--- src/rtl/cordic_pipe.sv ---
// Fully pipelined CORDIC engine: one pre-rotation register followed by one register per
// micro-rotation stage. Each sample selects rotation or vectoring mode on its own.
module cordic_pipe #(
    parameter int WIDTH  = 16,
    parameter int ANGW   = 16,
    parameter int STAGES = 12
) (
    input  logic                    clock,
    input  logic                    reset,
    input  logic                    en,
    input  logic                    in_valid,
    input  logic                    in_mode,
    input  logic signed [WIDTH-1:0] x_in,
    input  logic signed [WIDTH-1:0] y_in,
    input  logic [ANGW-1:0]         z_in,
    output logic                    out_valid,
    output logic                    out_mode,
    output logic signed [WIDTH+1:0] x_out,
    output logic signed [WIDTH+1:0] y_out,
    output logic [ANGW-1:0]         z_out
);

    localparam int XW = WIDTH + 2;

    typedef logic [STAGES-1:0][ANGW-1:0] table_t;

    // atan(2^-i) in binary-angle units, built from the Taylor series in Q60 fixed point
    // and divided by 2*pi (Q60) pre-scaled to the angle width.
    function automatic table_t atan_table();
        table_t      t;
        logic [63:0] sum;
        logic [63:0] term;
        logic [63:0] den;
        int          sh;
        t   = '0;
        den = 64'h6487ED5110B4611A >> ANGW;
        for (int i = 0; i < STAGES; i++) begin
            if (i == 0) begin
                t[i] = ANGW'(1) << (ANGW - 3);
            end else begin
                sum = '0;
                for (int k = 0; k < 64; k++) begin
                    sh = 60 - i * (2 * k + 1);
                    if (sh >= 0) begin
                        term = (64'd1 << sh) / 64'(2 * k + 1);
                        if (k % 2 == 0) sum = sum + term;
                        else            sum = sum - term;
                    end
                end
                t[i] = ANGW'((sum + den / 2) / den);
            end
        end
        return t;
    endfunction

    localparam table_t ATAN = atan_table();

    // Index 0 is the pre-rotation register; index i+1 holds the result of stage i.
    logic signed [XW-1:0] x_r [0:STAGES];
    logic signed [XW-1:0] y_r [0:STAGES];
    logic [ANGW-1:0]      z_r [0:STAGES];
    logic signed [XW-1:0] x_n [0:STAGES];
    logic signed [XW-1:0] y_n [0:STAGES];
    logic [ANGW-1:0]      z_n [0:STAGES];
    logic [STAGES:0]      v_r;
    logic [STAGES:0]      m_r;

    logic signed [XW-1:0] x_ext;
    logic signed [XW-1:0] y_ext;
    logic                 flip;

    assign x_ext = {{2{x_in[WIDTH-1]}}, x_in};
    assign y_ext = {{2{y_in[WIDTH-1]}}, y_in};

    // Rotation folds angles outside [-90,+90) by 180 deg; vectoring folds the left half-plane.
    assign flip = in_mode ? x_ext[XW-1] : (z_in[ANGW-1] ^ z_in[ANGW-2]);

    always_comb begin
        logic signed [XW-1:0] x_sh;
        logic signed [XW-1:0] y_sh;
        logic                 d_pos;
        x_sh   = '0;
        y_sh   = '0;
        d_pos  = 1'b0;
        x_n[0] = flip ? -x_ext : x_ext;
        y_n[0] = flip ? -y_ext : y_ext;
        z_n[0] = flip ? {~z_in[ANGW-1], z_in[ANGW-2:0]} : z_in;
        for (int i = 0; i < STAGES; i++) begin
            d_pos = m_r[i] ? y_r[i][XW-1] : ~z_r[i][ANGW-1];
            x_sh  = x_r[i] >>> i;
            y_sh  = y_r[i] >>> i;
            if (d_pos) begin
                x_n[i+1] = x_r[i] - y_sh;
                y_n[i+1] = y_r[i] + x_sh;
                z_n[i+1] = z_r[i] - ATAN[i];
            end else begin
                x_n[i+1] = x_r[i] + y_sh;
                y_n[i+1] = y_r[i] - x_sh;
                z_n[i+1] = z_r[i] + ATAN[i];
            end
        end
    end

    // Handshake: no backpressure. A sample enters when en=1 and in_valid=1, and leaves
    // exactly STAGES+1 enabled cycles later with out_valid=1; en=0 freezes the whole pipe.
    always_ff @(posedge clock or posedge reset) begin
        if (reset) begin
            for (int i = 0; i <= STAGES; i++) begin
                x_r[i] <= '0;
                y_r[i] <= '0;
                z_r[i] <= '0;
            end
            v_r <= '0;
            m_r <= '0;
        end else if (en) begin
            for (int i = 0; i <= STAGES; i++) begin
                x_r[i] <= x_n[i];
                y_r[i] <= y_n[i];
                z_r[i] <= z_n[i];
            end
            v_r <= {v_r[STAGES-1:0], in_valid};
            m_r <= {m_r[STAGES-1:0], in_mode};
        end
    end

    assign out_valid = v_r[STAGES];
    assign out_mode  = m_r[STAGES];
    assign x_out     = x_r[STAGES];
    assign y_out     = y_r[STAGES];
    assign z_out     = z_r[STAGES];

endmodule

--- config.mk ---
export PLATFORM = sky130hd
export DESIGN_NAME = cordic_pipe
export DESIGN_NICKNAME = d
export VERILOG_FILES = /design/src/rtl/cordic_pipe.sv
export SDC_FILE = /design/constraint.sdc
export NUM_CORES = 2
export LEC_CHECK = 0
export CAP_MARGIN = 20
export CORE_ASPECT_RATIO = 0.8
export CORE_MARGIN = 2
export CORE_UTILIZATION = 65
export CTS_CLUSTER_SIZE = 25
export DETAILED_ROUTE_END_ITERATION = 16
export PLACE_DENSITY_LB_ADDON = 0.2
export SYNTH_ARGS = -nofsm -noshare
export SYNTH_HDL_FRONTEND = slang
export SYNTH_SLANG_ARGS = --single-unit
export TNS_END_PERCENT = 20
--- constraint.sdc ---
create_clock -name clock -period 79 [get_ports clock]
set_input_delay 19.75 -clock clock [delete_from_list [all_inputs] [get_ports clock]]
set_output_delay 19.75 -clock clock [all_outputs]
set_load 0.1 [all_outputs]
==> run summary <==
For the worst flop-to-flop path, the logic depth is 15. Detailed routing inserted a total of 46970 vias. TritonCTS built the clock tree. The CTS sink count was 701. The core region is 87700 sq um. Setup total negative slack on the finished layout was measured at 0 ps.

Walking the worst path, the cells encountered are clkdlybuf4s50_1 > inv_8 > buf_4 > buf_4 > buf_4. The share of the cycle needed by the critical path after routing is 0.292, and the placer congestion estimate is 0.936. The clock period minus final worst setup slack came out at 23060 ps.

Starting density of the core: 0.658. Compared with the post-synthesis result, the final layout area differs by 7.56%. In this run the tool buffered the top-level ports with 106 buffer cells.

The total overflow left after global routing is 0. During synthesis, Yosys emitted a total of 0 warnings. The die covers 91200 sq um.

Setup repair after global routing left no endpoint under its margin. The number of buffers on the longest clock path is 3, and the violation count after the first detailed-route iteration is 3310. The initial antenna violation count was 0. For this block, the routed nets add up to 139 mm of wire. Instance area at placement: 59500 sq um.

Timing would allow up to 0.0434 GHz. On the critical path the largest part of the delay comes from buffers and inverters. The tools report the startpoint type of the worst setup path as an input port.

Headroom to the max-slew limit: 0.240. The top cell type's share of synthesized area came out at 0.304. In this run the critical register-to-register path is captured at y_r[51]$_DFFE_PP0P_. Reg-to-reg setup timing slack: 73350 ps. In the layout the commonest cells are dfrtp_1 (701), ha_1 (609), a21oi_1 (585).

The logs give 0 for the number of pins exceeding their max-slew limit in the final report and 23700 ps for the worst endpoint data arrival time. The tools report the worst setup path endpoint as y_r[219]$_DFFE_PP0P_. The number of cells on the worst hold path works out to 2. Setup violations remaining at the end of the flow were counted as 0. The buffers inserted during post-CTS setup optimization was 0. The logs give 44977 for the via count of the first global-routing pass and 0 for the max-capacitance violation count.

dfrtp_1 takes more of the synthesized area than any other cell. The y dimension of the die is 271 microns, and the final cell area excluding filler cells is 62100 sq um. The initialized floorplan defines 97 standard-cell rows. The share of async-settable or async-resettable flops after synthesis is 1.00. For the pin with the worst max-slew slack, the measured transition is 1110 ps.

In this run the horizontal extent of the chip is 337 microns. The critical path runs through a total of 5 cells. The run gives 210 as the largest net degree at the start of global routing. The synthesized flop and latch total was 701. STA puts the critical path data required time at 79650 ps. The synthesized-area fraction occupied by adder cells is 0.145. The estimated wirelength of the detail-placed design is 103 mm, and the xor-xnor portion of the synthesized cell area is 0.108. The most frequently used flop master after synthesis is dfrtp_1.

The run finished with clean final reports. Post-CTS repair changed the size of 0 cells. The worst setup path is of the input port to asynchronous set/reset pin kind. Start point of the critical path: reset.

The synthesized design contains 0 enable-type register cells. The first global-routing pass estimated 230 mm of wire. Among all stages on the critical path, the largest delay is contributed by buf_4. The tools report the sequential element share of the synthesized area as 0.304.

Post-CTS clock slew at the launch and capture registers of the worst setup and hold paths: 60 ps. The synthesized-area fraction occupied by ao, oa, aoi and oai cells came out at 0.180. The sort of element at the end of the critical path is an asynchronous set/reset pin. Of all nets on the critical path, the largest fanout is 125. Root buffer selected by CTS: clkbuf_16. The first TritonRoute pass finished after 6 iterations. The count of endpoints failing hold in the final timing report is 0. After detailed routing, the average wire length per cell comes to 18.3 microns. After synthesis the cells add up to 57700 sq um.

In this design, the critical path's most frequently occurring cell is buf_4. The logs give 0.303 for the total track usage and 77 for the TritonCTS buffer count. The worst setup skew after layout was 23.4 ps.

When the netlist entered floorplanning its net count stood at 7087. The number of nets with antenna violations after routing is 0, and the fill cell instance count of the final layout is 6804. The average instance in the mapped netlist occupies 9.04 sq um. After synthesis, the netlist uses 86 different library cells. Number of buffers inserted for hold repair after clock tree synthesis: 0. The share of synthesized cell area in and, or, nand and nor gates is 0.139. The maximum cell stage delay along the critical path was 890 ps.

The count of nets after finishing is 7068. Sorting the synthesized cells by area gives the leading types as dfrtp_1 (30%), ha_1 (13%), xnor2_1 (8.0%), mux2_2 (7.8%), a21oi_1 (5.1%). Counting every instance in the synthesized netlist gives 6388. The clock reaches the later pin of the worst-skew pair after 650 ps. The portion of netlist area occupied by mux cells is 0.0866. The minimum hold slack is 485 ps, and the detail-routed via count per cell is 6.17. The proportion of layout cells with a drive suffix above 1 works out to 0.0968. Sum of buffers and inverters on the critical path: 5. In the routed design, unresolved DRC markers number 0. After synthesis, the largest family of logic cells by area is compound AO/OA/AOI/OAI gates.

For the count of H-tree levels built during CTS, the log shows 3. The total I/O pin count is 107. Path type of the worst min-delay path: flip-flop to flip-flop.

The library cell used most frequently in the layout, excluding fill and tap cells, is dfrtp_1. The startpoint identified for the worst register-to-register timing path is y_r[71]$_DFFE_PP0P_.
## synth_stat cells (all sizes together), types with 21 or more instances
library cell / count
dfrtp: 701
o41ai: 30
ha: 609
a21oi: 590
o21bai: 45
mux2i: 48
nor2: 546
a211oi: 77
o21a: 49
nand2: 431
mux2: 401
xnor2: 524
buf: 79
o31ai: 96
and2: 30
nand2b: 65
or4: 21
a31oi: 74
clkbuf: 161
a21o: 152
o21ai: 315
nor3: 209
or3: 69
nor4: 34
inv: 274
xor2: 186
nand4: 25
o211ai: 33
nand3: 123
fa: 37
and3: 40
nor2b: 61
## through the flow
stage	worst slack (ps)	cells	util
2_1_floorplan	39590	6388	-
3_3_place_gp	55190	7475	0.678
3_5_place_dp	55060	7475	0.678
4_1_cts	55760	7608	0.707
5_1_grt	55270	7611	0.707
6_report	55940	7612	0.707
## worst reg2reg max path: cells and delay by family (launching register included)
| family | cells | cell delay (ps) |
|---|---|---|
| compound gates | 6 | 2050 |
| xor+xnor | 2 | 340 |
| fa+ha+maj | 1 | 320 |
| buf+inv | 2 | 970 |
| flops | 1 | 460 |
| mux | 2 | 820 |
| simple gates | 2 | 580 |
## per-layer routing
metal / share of wire / vias up / global-route usage
met5: 0 / - / 0
met3: 0.062 / 194 / 0.0558
met1: 0.47 / 22640 / 0.434
met4: 0.021 / 0 / 0.0754
met2: 0.45 / 1151 / 0.473
li1: - / 22985 / -
## state kept, by name, indices dropped and copies added (netlist names)
| signal | flops |
|---|---|
| y_r | 216 |
| y_out | 18 |
| z_out | 16 |
| x_r | 215 |
| v_r | 13 |
| m_r | 13 |
| z_r | 192 |
| x_out | 18 |
## final cells by class
class	count	area, sq um	share of cell area
Clock inverter	32	397	0.00639
Clock buffer	101	2150	0.0346
Antenna cell	1	2.50	0.0000403
Tap cell	1188	1490	0.0239
Inverter	281	1070	0.0172
Sequential cell	701	17500	0.283
Multi-Input combinational cell	5166	38000	0.613
Timing Repair Buffer	142	1400	0.0226
## logic make-up after synthesis
group | count (synthesis)
simple gates | 1714
fa+ha+maj | 646
mux | 449
flops | 701
buf+inv | 521
xor+xnor | 710
compound gates | 1647
## worst min-delay path by stage
stage,from,endpoint,slack (ps)
detailed placement,z_r[194]$_DFFE_PP0P_,z_r[178]$_DFFE_PP0P_,470
finish,z_r[194]$_DFFE_PP0P_,z_r[178]$_DFFE_PP0P_,480
floorplan,z_r[33]$_DFFE_PP0P_,z_r[17]$_DFFE_PP0P_,450
global placement,z_r[194]$_DFFE_PP0P_,z_r[178]$_DFFE_PP0P_,460
CTS,z_r[194]$_DFFE_PP0P_,z_r[178]$_DFFE_PP0P_,490
global route,z_r[196]$_DFFE_PP0P_,z_r[196]$_DFFE_PP0P_,520
Power is not shown: default switching activity piles up to over one toggle a cycle in this logic, so the estimate is an artifact.
